[src/rtl/uart_pkg.sv]
// rtl/uart_pkg.sv - shared UART constants, state encoding and baud helper
// Purpose: parity codes, transmitter state encoding and the bit_period()
//          helper, kept here so the receiver can reuse them.
// Ports:   none (package).
package uart_pkg;

  localparam int PARITY_NONE = 0;
  localparam int PARITY_ODD  = 1;
  localparam int PARITY_EVEN = 2;

  typedef enum logic [2:0] {
    ST_IDLE,
    ST_START,
    ST_DATA,
    ST_PARITY,
    ST_STOP
  } tx_state_e;

  // Clocks per line bit. Integer division, so any remainder is dropped.
  function automatic int bit_period(input int clk_hz, input int baud);
    return clk_hz / baud;
  endfunction

endpackage

[src/rtl/uart_tx_cfg_if.sv]
// rtl/uart_tx_cfg_if.sv - valid/ready word stream into the UART transmitter
// Purpose: groups the upstream producer handshake.
// Ports:   s_data (word), s_valid (word valid), s_ready (transmitter accepts).
//          master = producer side, slave = transmitter side.
interface uart_tx_cfg_if #(
  parameter int DATA_BITS = 8
) ();

  logic [DATA_BITS-1:0] s_data;
  logic                 s_valid;
  logic                 s_ready;

  modport master (output s_data, output s_valid, input s_ready);
  modport slave  (input s_data, input s_valid, output s_ready);

endinterface

[src/rtl/uart_tx_fifo.sv]
// rtl/uart_tx_fifo.sv - synchronous word FIFO in front of the UART serialiser
// Purpose: buffers DEPTH words; the count and the ready flag are registered.
// Ports:   clk, reset (async, active-high), push_i/wdata_i (write side),
//          pop_i/rdata_o (read side; rdata_o shows the head word),
//          empty_o, ready_o (not full), count_o (words stored).
module uart_tx_fifo #(
  parameter int WIDTH = 8,
  parameter int DEPTH = 16
) (
  input  logic                     clk,
  input  logic                     reset,
  input  logic                     push_i,
  input  logic [WIDTH-1:0]         wdata_i,
  input  logic                     pop_i,
  output logic [WIDTH-1:0]         rdata_o,
  output logic                     empty_o,
  output logic                     ready_o,
  output logic [$clog2(DEPTH):0]   count_o
);

  localparam int AW = $clog2(DEPTH);

  logic [WIDTH-1:0] mem_q [DEPTH];
  logic [AW-1:0]    wr_q, rd_q;
  logic [AW:0]      count_q, count_d;
  logic             ready_q;
  logic             push, pop;

  // Guard both sides so a misbehaving caller cannot corrupt the pointers.
  assign push    = push_i && ready_q;
  assign pop     = pop_i && (count_q != '0);
  assign count_d = count_q + (AW+1)'(push) - (AW+1)'(pop);

  always_ff @(posedge clk or posedge reset) begin
    if (reset) begin
      wr_q    <= '0;
      rd_q    <= '0;
      count_q <= '0;
      ready_q <= 1'b0;
    end else begin
      if (push) wr_q <= wr_q + 1'b1;
      if (pop)  rd_q <= rd_q + 1'b1;
      count_q <= count_d;
      ready_q <= (count_d != (AW+1)'(DEPTH));
    end
  end

  always_ff @(posedge clk) begin
    if (push) mem_q[wr_q] <= wdata_i;
  end

  assign rdata_o = mem_q[rd_q];
  assign empty_o = (count_q == '0);
  assign ready_o = ready_q;
  assign count_o = count_q;

endmodule

[src/rtl/uart_tx_cfg.sv]
// rtl/uart_tx_cfg.sv - configurable UART transmitter (DATA_BITS, parity, stop bits)
// Purpose: serialises words from a valid/ready producer onto tx, LSB first,
//          with optional odd/even parity and 1 or 2 stop bits.
//          Define UART_TX_FIFO_EN to put a FIFO_DEPTH-entry FIFO in front.
// Ports:   clk, reset (async, active-high), s (uart_tx_cfg_if.slave),
//          tx (serial line, idle high), busy (frame on line),
//          frame_done (pulse in last clock of final stop bit),
//          fifo_count (buffered words; 0 without the FIFO).
module uart_tx_cfg
  import uart_pkg::*;
#(
  parameter int CLK_FREQ   = 50000000,
  parameter int BAUDRATE   = 9600,
  parameter int DATA_BITS  = 8,
  parameter int PARITY     = 0,
  parameter int STOP_BITS  = 1,
  parameter int FIFO_DEPTH = 16
) (
  input  logic                          clk,
  input  logic                          reset,
  uart_tx_cfg_if.slave                  s,
  output logic                          tx,
  output logic                          busy,
  output logic                          frame_done,
  output logic [$clog2(FIFO_DEPTH):0]   fifo_count
);

  localparam int BIT_PERIOD = bit_period(CLK_FREQ, BAUDRATE);
  localparam int CW         = (BIT_PERIOD < 2) ? 1 : $clog2(BIT_PERIOD);
  localparam int IW         = 4;
  localparam logic [CW-1:0] CNT_LAST  = CW'(BIT_PERIOD - 1);
  localparam logic [IW-1:0] DATA_LAST = IW'(DATA_BITS - 1);
  localparam logic [IW-1:0] STOP_LAST = IW'(STOP_BITS - 1);

  if (BIT_PERIOD < 2) begin : g_bad_period
    $error("uart_tx_cfg: BIT_PERIOD must be >= 2");
  end
  if (DATA_BITS < 5 || DATA_BITS > 9) begin : g_bad_data
    $error("uart_tx_cfg: DATA_BITS must be 5..9");
  end
  if (PARITY > 2) begin : g_bad_parity
    $error("uart_tx_cfg: PARITY must be 0, 1 or 2");
  end
  if (STOP_BITS != 1 && STOP_BITS != 2) begin : g_bad_stop
    $error("uart_tx_cfg: STOP_BITS must be 1 or 2");
  end

  tx_state_e            state_q, state_d;
  logic [CW-1:0]        cnt_q, cnt_d;
  logic [IW-1:0]        idx_q, idx_d;
  logic [DATA_BITS-1:0] shreg_q, shreg_d;
  logic                 par_q, par_d;
  logic                 tx_q, tx_d;
  logic                 bit_end;
  logic                 load;
  logic [DATA_BITS-1:0] load_data;

`ifdef UART_TX_FIFO_EN
  logic                 fifo_empty;
  logic                 fifo_ready;
  logic [DATA_BITS-1:0] fifo_rdata;

  // Popping in IDLE loads the serialiser directly, so the start bit follows one clock later.
  assign load      = (state_q == ST_IDLE) && !fifo_empty;
  assign load_data = fifo_rdata;
  assign s.s_ready = fifo_ready;

  uart_tx_fifo #(
    .WIDTH (DATA_BITS),
    .DEPTH (FIFO_DEPTH)
  ) u_fifo (
    .clk     (clk),
    .reset   (reset),
    .push_i  (s.s_valid),
    .wdata_i (s.s_data),
    .pop_i   (load),
    .rdata_o (fifo_rdata),
    .empty_o (fifo_empty),
    .ready_o (fifo_ready),
    .count_o (fifo_count)
  );
`else
  logic ready_q;

  // Ready tracks the next state so it is already low in the start-bit clock.
  always_ff @(posedge clk or posedge reset) begin
    if (reset) ready_q <= 1'b0;
    else       ready_q <= (state_d == ST_IDLE);
  end

  assign load       = s.s_valid && ready_q;
  assign load_data  = s.s_data;
  assign s.s_ready  = ready_q;
  assign fifo_count = '0;
`endif

  always_ff @(posedge clk or posedge reset) begin
    if (reset) begin
      state_q <= ST_IDLE;
      cnt_q   <= '0;
      idx_q   <= '0;
      shreg_q <= '0;
      par_q   <= 1'b0;
      tx_q    <= 1'b1;
    end else begin
      state_q <= state_d;
      cnt_q   <= cnt_d;
      idx_q   <= idx_d;
      shreg_q <= shreg_d;
      par_q   <= par_d;
      tx_q    <= tx_d;
    end
  end

  always_comb begin
    state_d    = state_q;
    cnt_d      = cnt_q;
    idx_d      = idx_q;
    shreg_d    = shreg_q;
    par_d      = par_q;
    tx_d       = 1'b1;
    frame_done = 1'b0;
    bit_end    = (cnt_q == CNT_LAST);

    if (state_q != ST_IDLE) cnt_d = bit_end ? '0 : cnt_q + 1'b1;

    unique case (state_q)
      ST_IDLE: begin
        if (load) begin
          state_d = ST_START;
          cnt_d   = '0;
          shreg_d = load_data;
          par_d   = (PARITY == PARITY_ODD) ? ~^load_data : ^load_data;
        end
      end
      ST_START: begin
        if (bit_end) begin
          state_d = ST_DATA;
          idx_d   = '0;
        end
      end
      ST_DATA: begin
        if (bit_end) begin
          shreg_d = shreg_q >> 1;
          if (idx_q == DATA_LAST) begin
            idx_d   = '0;
            state_d = (PARITY != PARITY_NONE) ? ST_PARITY : ST_STOP;
          end else begin
            idx_d = idx_q + 1'b1;
          end
        end
      end
      ST_PARITY: begin
        if (bit_end) begin
          state_d = ST_STOP;
          idx_d   = '0;
        end
      end
      ST_STOP: begin
        // idx counts stop bits here.
        if (bit_end) begin
          if (idx_q == STOP_LAST) begin
            state_d    = ST_IDLE;
            idx_d      = '0;
            frame_done = 1'b1;
          end else begin
            idx_d = idx_q + 1'b1;
          end
        end
      end
      default: state_d = ST_IDLE;
    endcase

    // Line level is registered from the next state so tx never glitches.
    unique case (state_d)
      ST_START:  tx_d = 1'b0;
      ST_DATA:   tx_d = shreg_d[0];
      ST_PARITY: tx_d = par_d;
      default:   tx_d = 1'b1;
    endcase
  end

  assign tx   = tx_q;
  assign busy = (state_q != ST_IDLE);

endmodule

[src/flat_wrapper.sv]
// flat-port wrapper written by rule: the top's interface ports become plain ports
module uart_tx_cfg_flat import uart_pkg::*;
#(
  parameter int CLK_FREQ   = 50000000,
  parameter int BAUDRATE   = 9600,
  parameter int DATA_BITS  = 8,
  parameter int PARITY     = 0,
  parameter int STOP_BITS  = 1,
  parameter int FIFO_DEPTH = 16
)
  (clk, reset, tx, busy, frame_done, fifo_count, s_s_data, s_s_valid, s_s_ready);
  uart_tx_cfg_if #(.DATA_BITS(DATA_BITS)) s_i ();
  input  logic clk;
  input  logic reset;
  output logic tx;
  output logic busy;
  output logic frame_done;
  output logic [$clog2(FIFO_DEPTH):0] fifo_count;
  input wire logic [$bits(s_i.s_data)-1:0] s_s_data;
  input wire logic [$bits(s_i.s_valid)-1:0] s_s_valid;
  output wire logic [$bits(s_i.s_ready)-1:0] s_s_ready;
  assign s_i.s_data = s_s_data;
  assign s_i.s_valid = s_s_valid;
  assign s_s_ready = s_i.s_ready;
  uart_tx_cfg #(.CLK_FREQ(CLK_FREQ), .BAUDRATE(BAUDRATE), .DATA_BITS(DATA_BITS), .PARITY(PARITY), .STOP_BITS(STOP_BITS), .FIFO_DEPTH(FIFO_DEPTH)) u_core (.clk(clk), .reset(reset), .s(s_i), .tx(tx), .busy(busy), .frame_done(frame_done), .fifo_count(fifo_count));
endmodule
[config.mk]
export PLATFORM = sky130hd
export DESIGN_NAME = uart_tx_cfg_flat
export DESIGN_NICKNAME = d
export VERILOG_FILES = /design/src/rtl/uart_pkg.sv /design/src/rtl/uart_tx_cfg_if.sv /design/src/rtl/uart_tx_fifo.sv /design/src/rtl/uart_tx_cfg.sv /design/src/flat_wrapper.sv
export SDC_FILE = /design/constraint.sdc
export NUM_CORES = 1
export LEC_CHECK = 0
export CAP_MARGIN = 10
export CORE_UTILIZATION = 30
export DETAILED_ROUTE_END_ITERATION = 10
export GPL_ROUTABILITY_DRIVEN = 0
export SYNTH_ARGS = -nofsm -noshare
export SYNTH_HDL_FRONTEND = slang
export SYNTH_SLANG_ARGS = --single-unit
[constraint.sdc]
create_clock -name clk -period 6.64 [get_ports clk]
set_input_delay 1.328 -clock clk [delete_from_list [all_inputs] [get_ports clk]]
set_output_delay 1.328 -clock clk [all_outputs]
set_load 0.03 [all_outputs]
# --- Word level (Yosys, flattened, before mapping) ---
# Cells that the tools add are included.
classes:
  addsub: 2
  n_eq_ne: 13
  n_mux: 27
  reduce_logical: 11
op_table:
  columns: ["op", "count"]
  rows:
  - ["$mux W13", 4]
  - ["$mux W3", 7]
  - ["$mux W4", 5]
  - ["$mux W8", 2]
  - ["$pmux W8 S2", 1]
  - ["$pmux W3 S5", 1]
  - ["$add A13 B1 Y13 const B", 1]
  - ["$eq A13 B13 Y1 const B", 1]
  - ["$eq A3 B2 Y1 const B", 4]
  - ["$pmux W4 S3", 1]
  - ["$ne A2 B1 Y1 const B", 4]
  - ["$reduce_xor A8 Y1", 1]
  - ["$eq A3 B1 Y1 const B", 2]
  - ["$logic_not A3 Y1", 2]
  - ["$reduce_bool A3 Y1", 2]
  - ["$mux W1", 5]
  - ["$add A4 B1 Y4 const B", 1]
  - ["$eq A4 B3 Y1 const B", 1]
  - ["$logic_not A4 Y1", 1]
  - ["$reduce_and A4 Y1", 1]
  - ["$eq A3 B3 Y1 const B", 1]
  - ["$pmux W1 S3", 1]
  - ["$reduce_and A3 Y1", 1]
  - ["$reduce_bool A2 Y1", 1]
  - ["other kinds (2)", 2]
word_totals:
  ff_bits: 31
  in_bits: 11
  output_inout_bits: 9
  elab_cells: 61

# --- Longest topological paths before layout ---
# Gate-level depths: netlist of run 1.
depth:
  depth_word: 6
  mapped_depth: 8
  depth_no_buf: 7

# --- Worst setup path after synthesis of run 1 ---
# No wires, ideal clock.
synth_timing:
  path_type: "reg2out"
  start: "register u_core.cnt_q[8]"
  end: "output port frame_done"
  arrival_time_ps: 2046
  required_ps: 5312
  setup_slack_ps: 3266
  stages_incl_launch_ff: 4
  n_path_buf: 0
  path_cell_list: "dfrtp_1 > or4b_4 > or3_4 > nor3_1"
synth_via:
  elab_chain_len: 3
synth_lines:
  columns: ["element", "line", "source"]
  rows:
  - ["start, declared", "uart_tx_cfg.sv:49", "logic [CW-1:0] cnt_q, cnt_d;"]
  - ["start signal, assigned", "uart_tx_cfg.sv:107", "cnt_q <= cnt_d;"]
  - ["$eq A13 B13 Y1", "uart_tx_cfg.sv:123", "bit_end = (cnt_q == CNT_LAST);"]
  - ["$mux W1", "uart_tx_cfg.sv:161", "if (bit_end) begin"]
  - ["$mux W1", "uart_tx_cfg.sv:127", "unique case (state_q)"]
  - ["end, declared", "flat_wrapper.sv:17", "output logic frame_done;"]
# No other way between the ends.

# --- Final worst setup path of run 1 ---
layout_timing:
  start: "register u_core.cnt_q[9]"
  end: "output port frame_done"
# The elaborated chain is that of the path after synthesis.

==> impl_metrics.env, run 1 <==
export IMPL_outcome="finished, final reports clean"
export IMPL_ant_nets=0
export IMPL_path_clk_slew_ns=0.06
export IMPL_dp_slack_ns=3.07
export IMPL_synthesis_area_um2=1750
export IMPL_worstHoldPathCells=1
export IMPL_path_class="register to output pin"
export IMPL_setup_violations_final=0
export IMPL_async_flop_share=1.00
export IMPL_grt_pass1_wl_um=6320
export IMPL_syn_inst=191
export IMPL_antenna_found_initial=0
export IMPL_dieWidth_um=78.5
export IMPL_fp_row_count=27
export IMPL_first_pass_iters=4
export IMPL_ys_ff_latch=31
export IMPL_num_antenna_cells=0
export IMPL_wire_per_inst_um=12.6
export IMPL_cp_required_ns=5.31
export IMPL_finalClockSkew_ns=0.00338
export IMPL_ys_types=40
export IMPL_cts_tree="done"
export IMPL_placed_cell_area_um2=1960
export IMPL_gr_total_overflow=0
export IMPL_maxCapViolations=0
export IMPL_io_pins=20
export IMPL_cellPowerDensity_nw_per_um2=181
export IMPL_holdPathEnd="u_core.shreg_q[5]"
export IMPL_finalInstanceArea_um2=2060
export IMPL_holdBufCountCts=0
export IMPL_worst_hold_path_type="register to register"
export IMPL_start_util=0.315
export IMPL_dp_hpwl_um=2530
export IMPL_num_fill_cells=570
export IMPL_core_area_um2=5570
export IMPL_drcViolationCount=0
export IMPL_fin_tns_setup_ns=0
export IMPL_grt_max_degree=32
export IMPL_min_from="u_core.shreg_q[5]"
export IMPL_cts_resized=0
export IMPL_die_area_um2=6160
export IMPL_period_share=0.583
export IMPL_arrival_ns=2.54
export IMPL_critPathCaptureType="output pin"
export IMPL_leakage_nw=0.881
export IMPL_yosysSeqAreaShare=0.443
export IMPL_layout_nets=222
export IMPL_post_route_min_period_ns=3.87
export IMPL_max_freq_mhz=258
export IMPL_r2r_end="u_core.tx"
export IMPL_clkLatencyLatePin_ns=0.28
export IMPL_synthToLayoutAreaGrowth_pct=17.3
export IMPL_vias=1411
export IMPL_numPortBuffers=14
export IMPL_die_h_um=78.5
export IMPL_htree_levels=2
export IMPL_first_iter_violations=81
export IMPL_syn_area_per_cell_um2=9.18
export IMPL_slew_violations=0
export IMPL_ff_latch_area_um2=777
export IMPL_ys_flop_type="dfrtp_1"
export IMPL_multi_input_area_um2=897
export IMPL_cts_setup_buffers=0
export IMPL_worst_r2r_startpoint="u_core.cnt_q[9]"
export IMPL_hold_viol=0
export IMPL_synth_edf_count=0
export IMPL_cp_max_fo=6
export IMPL_track_usage=0.130
export IMPL_cts_root_buffer="clkbuf_8"
export IMPL_layout_drive_gt1_share=0.0766
export IMPL_vias_per_cell=5.02
export IMPL_cts_made_buffers=5
export IMPL_slew_headroom=0.241
export IMPL_routed_wl_um=3540
export IMPL_r2r_slack_ns=4.17
export IMPL_grt_pass1_vias=1355
export IMPL_worst_pin_slew_ns=1.13
export IMPL_worst_setup_path_start_kind="register"
export IMPL_synth_warning_count=0
export IMPL_cts_max_path_buffers=2
export IMPL_rsz0062_at_grt="false"
export IMPL_peakVddDrop_uv=70.0
export IMPL_r2r_cells=5
export IMPL_setup_slack_ns=2.77
export IMPL_hold_ws_ns=0.475
export IMPL_cts_sinks=31
## Yosys cell counts (all sizes together) (5+ instances only)
library cell	number	area [um2]
nand2b	6	37.5
dfrtp	30	751
buf	6	42.5
inv	9	33.8
nand3	7	35.0
nand2	15	56.3
a22o	9	78.8
xnor2	8	70.1
a21oi	5	25.0
a21o	8	60.1
o21ai	24	120
nor2	14	52.6
## layout by cell type (no fill, tap or decap), types with 2 or more instances in the layout
cell             instances
nand4_1                  4
nor2b_1                  2
ha_1                     3
buf_4                    2
nor3_1                   4
o41ai_1                  2
a31oi_1                  3
nand3_1                  7
clkdlybuf4s50_1         14
inv_1                    9
nor2_1                  14
xnor2_1                  8
a22o_1                   9
clkbuf_8                 7
nand2b_1                 6
o21ai_0                 24
dfrtp_1                 30
nand4b_1                 2
conb_1                   5
or3b_2                   4
nand2_1                 15
nand3b_1                 2
a21oi_1                  5
a21o_1                   8
nor4_1                   3
o31ai_1                  2
## where the power goes
group | switching [mW] | internal (mW)
sequential | 0 | 0.189
combinational | 0.0127 | 0.0103
clock | 0.0652 | 0.0944
## sequential cells by signal (all words and copies together), names as in the netlist
name              flops
u_core.shreg_q        8
u_core.s.s_ready      1
u_core.tx             1
u_core.par_q          1
u_core.idx_q          4
u_core.cnt_q         13
u_core.state_q        3
## how the worst max path moves through the flow
stage | startpoint | end | depth (start not counted) | slack, ns
floorplan | u_core.cnt_q[8] | frame_done | 3 | 3.27
global placement | u_core.cnt_q[8] | frame_done | 4 | 3.07
detailed placement | u_core.cnt_q[8] | frame_done | 4 | 3.07
CTS | u_core.cnt_q[8] | frame_done | 4 | 2.77
global route | u_core.cnt_q[9] | frame_done | 4 | 2.69
finish | u_core.cnt_q[9] | frame_done | 4 | 2.77
## critical path: stages, from the launching register on
cell	delay (ns)
dfrtp_1	0.43
or4b_4	0.56
or3_4	0.41
nor3_1	0.17
clkdlybuf4s50_1	0.69
## per-layer routing
metal	routed length [um]	vias up	share of wire	GRT usage
met4	21	0	0.0059	0.0389
met1	1840	673	0.52	0.175
met5	0	-	0	0
li1	-	717	-	-
met2	1580	19	0.45	0.201
met3	101	2	0.029	0.0349
## layout make-up
cell class / instances / area share
clock buffer: 8 / 0.0487
multi-input combinational: 144 / 0.436
inverter: 10 / 0.0182
timing repair buffer: 16 / 0.0754
tap: 72 / 0.0438
sequential: 31 / 0.378
## kinds of logic after synthesis
group | Yosys count | synth area share
xor+xnor | 9 | 0.0449
buf+inv | 20 | 0.0542
fa+ha+maj | 3 | 0.0214
other cells | 1 | 0.00214
flops | 31 | 0.443
compound gates | 60 | 0.225
simple gates | 67 | 0.210
## metrics by stage
stage | power, mW | instances | utilization
after floorplan | 0.208 | 195 | -
after global routing | 0.388 | 281 | 0.369
after detailed placement | 0.216 | 273 | 0.351
after global placement | 0.216 | 273 | 0.351
after CTS | 0.377 | 281 | 0.369
final | 0.372 | 281 | 0.369
(Power assumes the default switching activity.)
==> run 2, diff against run 1 <==
==> constraint.sdc (replaced) <==
create_clock -name clk -period 3.9 [get_ports clk]
set_input_delay 0.78 -clock clk [delete_from_list [all_inputs] [get_ports clk]]
set_output_delay 0.78 -clock clk [all_outputs]
set_load 0.03 [all_outputs]
==> impl_metrics.env, run 2 (synthesis gave the netlist of run 1 again) <==
export IMPL_layout_cells_non_filler=282
export IMPL_cts_tree="done"
export IMPL_start_util=0.315
export IMPL_worstHoldPathCells=1
export IMPL_die_h_um=78.5
export IMPL_max_freq_mhz=299
export IMPL_setup_slack_ns=0.553
export IMPL_ff_latch_area_um2=777
export IMPL_fin_tns_setup_ns=0
export IMPL_outcome="finished, final reports clean"
export IMPL_p_switching_uw=137
export IMPL_arrival_ns=2.57
export IMPL_cp_max_fo=6
export IMPL_fp_row_count=27
export IMPL_p_seq_frac=0.535
export IMPL_multi_input_area_um2=897
export IMPL_track_usage=0.129
export IMPL_cts_root_buffer="clkbuf_8"
export IMPL_slew_headroom=0.393
export IMPL_p_int_uw=464
export IMPL_cp_required_ns=3.12
export IMPL_wire_per_inst_um=12.7
export IMPL_routed_wl_um=3580
export IMPL_gr_total_overflow=0
export IMPL_grt_max_degree=32
export IMPL_num_antenna_cells=0
export IMPL_power_clock_fraction=0.400
export IMPL_worst_r2r_startpoint="u_core.state_q[1]"
export IMPL_largest_reg_flops=13
export IMPL_cts_sinks=31
export IMPL_grt_pass1_wl_um=6330
export IMPL_regMostFlops="u_core.cnt_q"
export IMPL_min_from="u_core.shreg_q[1]"
export IMPL_hold_viol=0
export IMPL_core_area_um2=5570
export IMPL_slew_violations=0
export IMPL_cellPowerDensity_nw_per_um2=294
export IMPL_die_area_um2=6160
export IMPL_reg_largest_list="u_core.cnt_q: 13 flops, u_core.shreg_q: 8 flops, u_core.idx_q: 4 flops"
export IMPL_dieWidth_um=78.5
export IMPL_drcViolationCount=0
export IMPL_finalClockSkew_ns=0.00440
export IMPL_antenna_found_initial=0
export IMPL_leakage_nw=0.877
export IMPL_dp_cells=274
export IMPL_ant_nets=0
export IMPL_grt_pass1_vias=1412
export IMPL_layout_drive_gt1_share=0.0762
export IMPL_worst_hold_path_type="register to register"
export IMPL_synthToLayoutAreaGrowth_pct=16.6
export IMPL_first_iter_violations=79
export IMPL_worst_pin_slew_ns=0.911
export IMPL_critPathCaptureType="output pin"
export IMPL_post_route_min_period_ns=3.35
export IMPL_period_share=0.858
export IMPL_maxCapViolations=0
export IMPL_layout_common_cells="dfrtp_1 (30), o21ai_0 (24), nand2_1 (15)"
export IMPL_r2r_slack_ns=1.40
export IMPL_r2r_cells=5
export IMPL_holdPathEnd="u_core.shreg_q[1]"
export IMPL_vias_per_cell=5.02
export IMPL_num_fill_cells=556
export IMPL_path_clk_slew_ns=0.06
export IMPL_layout_nets=223
export IMPL_r2r_end="u_core.cnt_q[6]"
export IMPL_dp_hpwl_um=2510
export IMPL_holdBufCountCts=0
export IMPL_cts_max_path_buffers=2
export IMPL_cts_resized=0
export IMPL_cts_made_buffers=5
export IMPL_cts_setup_buffers=0
export IMPL_swShare=0.228
export IMPL_setup_violations_final=0
export IMPL_layout_commonest_cell="dfrtp_1"
export IMPL_rsz0062_at_grt="false"
export IMPL_io_pins=20
export IMPL_combPwrFrac=0.065
export IMPL_htree_levels=2
export IMPL_clkLatencyLatePin_ns=0.28
export IMPL_numPortBuffers=14
export IMPL_peakVddDrop_uv=123
export IMPL_first_pass_iters=4
export IMPL_path_class="register to output pin"
export IMPL_vias=1417
export IMPL_worst_setup_path_start_kind="register"
export IMPL_dp_slack_ns=0.857
[run 2: worst max-delay path, stage by stage (launching register included)]
cell and delay [ns]:
dfrtp_1 0.43, or4b_4 0.57, or3_4 0.40, nor3_1 0.19
clkdlybuf4s50_1 0.69
[run 2: worst max-delay path by stage]
| stage | startpoint | end | slack [ns] | cells past startpoint |
|---|---|---|---|---|
| 2_1_floorplan | u_core.cnt_q[8] | frame_done | 1.07 | 3 |
| 3_3_place_gp | u_core.cnt_q[8] | frame_done | 0.89 | 4 |
| 3_5_place_dp | u_core.cnt_q[8] | frame_done | 0.86 | 4 |
| 4_1_cts | u_core.cnt_q[8] | frame_done | 0.54 | 4 |
| 5_1_grt | u_core.cnt_q[8] | frame_done | 0.45 | 4 |
| 6_report | u_core.cnt_q[9] | frame_done | 0.55 | 4 |
[run 2: per-layer routing]
layer / GRT usage / share of wire
met5: 0 / 0
met4: 0.0370 / 0.0050
met3: 0.0326 / 0.031
met2: 0.205 / 0.45
met1: 0.172 / 0.52
[run 2: through the flow]
step / instance area, um2 / hold slack [ns] / util / total power, mW
2_1_floorplan: 1770 / 0.443 / - / 0.354
5_1_grt: 2050 / 0.497 / 0.367 / 0.627
3_5_place_dp: 1960 / 0.465 / 0.352 / 0.367
3_3_place_gp: 1960 / 0.458 / 0.352 / 0.367
6_report: 2050 / 0.476 / 0.367 / 0.601
4_1_cts: 2050 / 0.480 / 0.367 / 0.612
[run 2: layout make-up]
cell class,count,area share
clock buffers,7,0.0373
clock inverters,1,0.00245
inverters,10,0.0183
multi-input cells,144,0.439
flip-flops and latches,31,0.380
well taps,72,0.0440
repair buffers,17,0.0795
[run 2: power groups by stage]
stage          combinational [mW]  sequential [mW]  clock, mW
2_1_floorplan              0.0269            0.328          0
3_3_place_gp               0.0394            0.328          0
3_5_place_dp               0.0398            0.328          0
4_1_cts                    0.0400            0.322      0.250
5_1_grt                    0.0437            0.321      0.262
6_report                   0.0392            0.322      0.240
==> run 3, diff against run 2 <==
--- a/config.mk
+++ b/config.mk
@@ -9,6 +9,7 @@
 export CORE_UTILIZATION = 30
 export DETAILED_ROUTE_END_ITERATION = 10
 export GPL_ROUTABILITY_DRIVEN = 0
+export GPL_TIMING_DRIVEN = 0
 export SYNTH_ARGS = -nofsm -noshare
 export SYNTH_HDL_FRONTEND = slang
 export SYNTH_SLANG_ARGS = --single-unit
==> impl_metrics.env, run 3 (synthesis gave the netlist of run 1 again) <==
export IMPL_die_area_um2=6160
export IMPL_path_class="register to output pin"
export IMPL_vias_per_cell=5.07
export IMPL_path_clk_slew_ns=0.06
export IMPL_critPathCaptureType="output pin"
export IMPL_r2r_end="u_core.cnt_q[10]"
export IMPL_worst_setup_path_start_kind="register"
export IMPL_setup_violations_final=0
export IMPL_dp_hpwl_um=2670
export IMPL_hold_viol=0
export IMPL_routed_wl_um=3750
export IMPL_outcome="finished, final reports clean"
export IMPL_ant_nets=0
export IMPL_cts_sinks=31
export IMPL_path_cells="or4b_4 > or3_4 > nor3_1 > clkdlybuf4s50_1"
export IMPL_dp_slack_ns=0.839
export IMPL_layout_nets=232
export IMPL_die_h_um=78.5
export IMPL_drcViolationCount=0
export IMPL_num_antenna_cells=0
export IMPL_first_iter_violations=95
export IMPL_core_area_um2=5570
export IMPL_slew_violations=0
export IMPL_rsz0062_at_grt="false"
export IMPL_maxCapViolations=0
export IMPL_start_util=0.315
export IMPL_worst_hold_path_type="register to register"
export IMPL_layout_commonest_cell="dfrtp_1"
export IMPL_largest_reg_flops=13
export IMPL_worst_r2r_startpoint="u_core.cnt_q[8]"
export IMPL_track_usage=0.137
export IMPL_finalClockSkew_ns=0.00446
export IMPL_period_share=0.862
export IMPL_cts_made_buffers=5
export IMPL_cts_tree="done"
export IMPL_antenna_found_initial=0
export IMPL_layout_cells_non_filler=291
export IMPL_cp_required_ns=3.12
export IMPL_io_pins=20
export IMPL_setup_slack_ns=0.538
export IMPL_cts_max_path_buffers=2
export IMPL_arrival_ns=2.58
export IMPL_slowest_stage="clkdlybuf4s50_1"
export IMPL_grt_pass1_wl_um=6690
export IMPL_leakage_nw=0.917
export IMPL_cp_top_family="simple AND/OR/NAND/NOR gates"
export IMPL_fp_row_count=27
export IMPL_clkLatencyLatePin_ns=0.28
export IMPL_cp_endpoint="frame_done"
export IMPL_finalPower_uw=610
export IMPL_post_route_util=0.379
export IMPL_cp_max_fo=5
export IMPL_critPathBufInv=1
export IMPL_cts_setup_buffers=0
export IMPL_cpPeakStageDelay_ns=0.70
export IMPL_vias=1474
export IMPL_max_freq_mhz=297
export IMPL_worst_pin_slew_ns=0.644
export IMPL_wire_per_inst_um=12.9
export IMPL_post_route_min_period_ns=3.36
export IMPL_r2r_slack_ns=1.49
export IMPL_first_pass_iters=4
export IMPL_fin_tns_setup_ns=0
export IMPL_numPortBuffers=14
export IMPL_grt_max_degree=23
export IMPL_worst_path_stages=4
export IMPL_finalInstanceArea_um2=2110
export IMPL_cts_root_buffer="clkbuf_8"
export IMPL_grt_pass1_vias=1424
export IMPL_hold_ws_ns=0.477
export IMPL_layout_drive_gt1_share=0.0959
export IMPL_cts_resized=0
export IMPL_worstHoldPathCells=1
export IMPL_reg_largest_list="u_core.cnt_q: 13 flops, u_core.shreg_q: 8 flops, u_core.idx_q: 4 flops"
export IMPL_regMostFlops="u_core.cnt_q"
export IMPL_holdBufCountCts=0
export IMPL_htree_levels=2
export IMPL_dieWidth_um=78.5
export IMPL_cp_startpoint="u_core.cnt_q[8]"
export IMPL_peakVddDrop_uv=146
export IMPL_placed_cell_area_um2=2030
export IMPL_dp_cells=282
export IMPL_synthToLayoutAreaGrowth_pct=20.5
export IMPL_slew_headroom=0.559
export IMPL_r2r_cells=6
export IMPL_cellPowerDensity_nw_per_um2=289
export IMPL_layout_common_cells="dfrtp_1 (30), o21ai_0 (24), nand2_1 (15)"
export IMPL_gr_total_overflow=0
==> run 3: cell count changes in the layout (fill, tap and decap cells not counted), sizes merged <==
cell	previous run	this run
buf	3	7
clkbuf	7	12
==> run 3: cell type report <==
| type | instances | area (um2) |
|---|---|---|
| inverter | 10 | 37.5 |
| clock buffer | 7 | 76.3 |
| buffer | 10 | 57.6 |
| multi-input combinational | 144 | 897 |
| clock inverter | 1 | 5.00 |
| tap | 72 | 90.1 |
| timing repair buffer | 16 | 173 |
| fill | 587 | 3460 |
| sequential | 31 | 777 |
==> run 3: worst register-to-register path, delay by kind of cell (launching register included) <==
kind	cells	cell delay [ns]
flip-flops	1	0.43
buffers and inverters	1	0.33
AO/OA/AOI/OAI	3	0.87
AND/OR/NAND/NOR	2	0.66
==> run 3: report_power, final <==
part           total (mW)  switching (mW)  leakage, nW  internal [mW]
clock network       0.244           0.119       0.0422          0.125
logic              0.0450          0.0220        0.476         0.0230
registers           0.322               0        0.399          0.322
total               0.610           0.141        0.917          0.470
==> run 3: how the worst min path moves through the flow <==
stage	start	to	slack (ns)
detailed placement	u_core.shreg_q[4]	u_core.shreg_q[4]	0.47
floorplan	u_core.cnt_q[12]	u_core.cnt_q[12]	0.44
CTS	u_core.shreg_q[1]	u_core.shreg_q[1]	0.48
global route	u_core.shreg_q[6]	u_core.shreg_q[6]	0.49
finish	u_core.shreg_q[5]	u_core.shreg_q[5]	0.48
global placement	u_core.shreg_q[2]	u_core.shreg_q[2]	0.46
==> run 3: routing by layer <==
metal | vias to the layer above | GRT usage | wire length (um)
li1 | 740 | - | -
met1 | 709 | 0.201 | 1940
met2 | 20 | 0.197 | 1670
met3 | 5 | 0.0349 | 110
met4 | 0 | 0.0389 | 31
met5 | - | 0 | 0
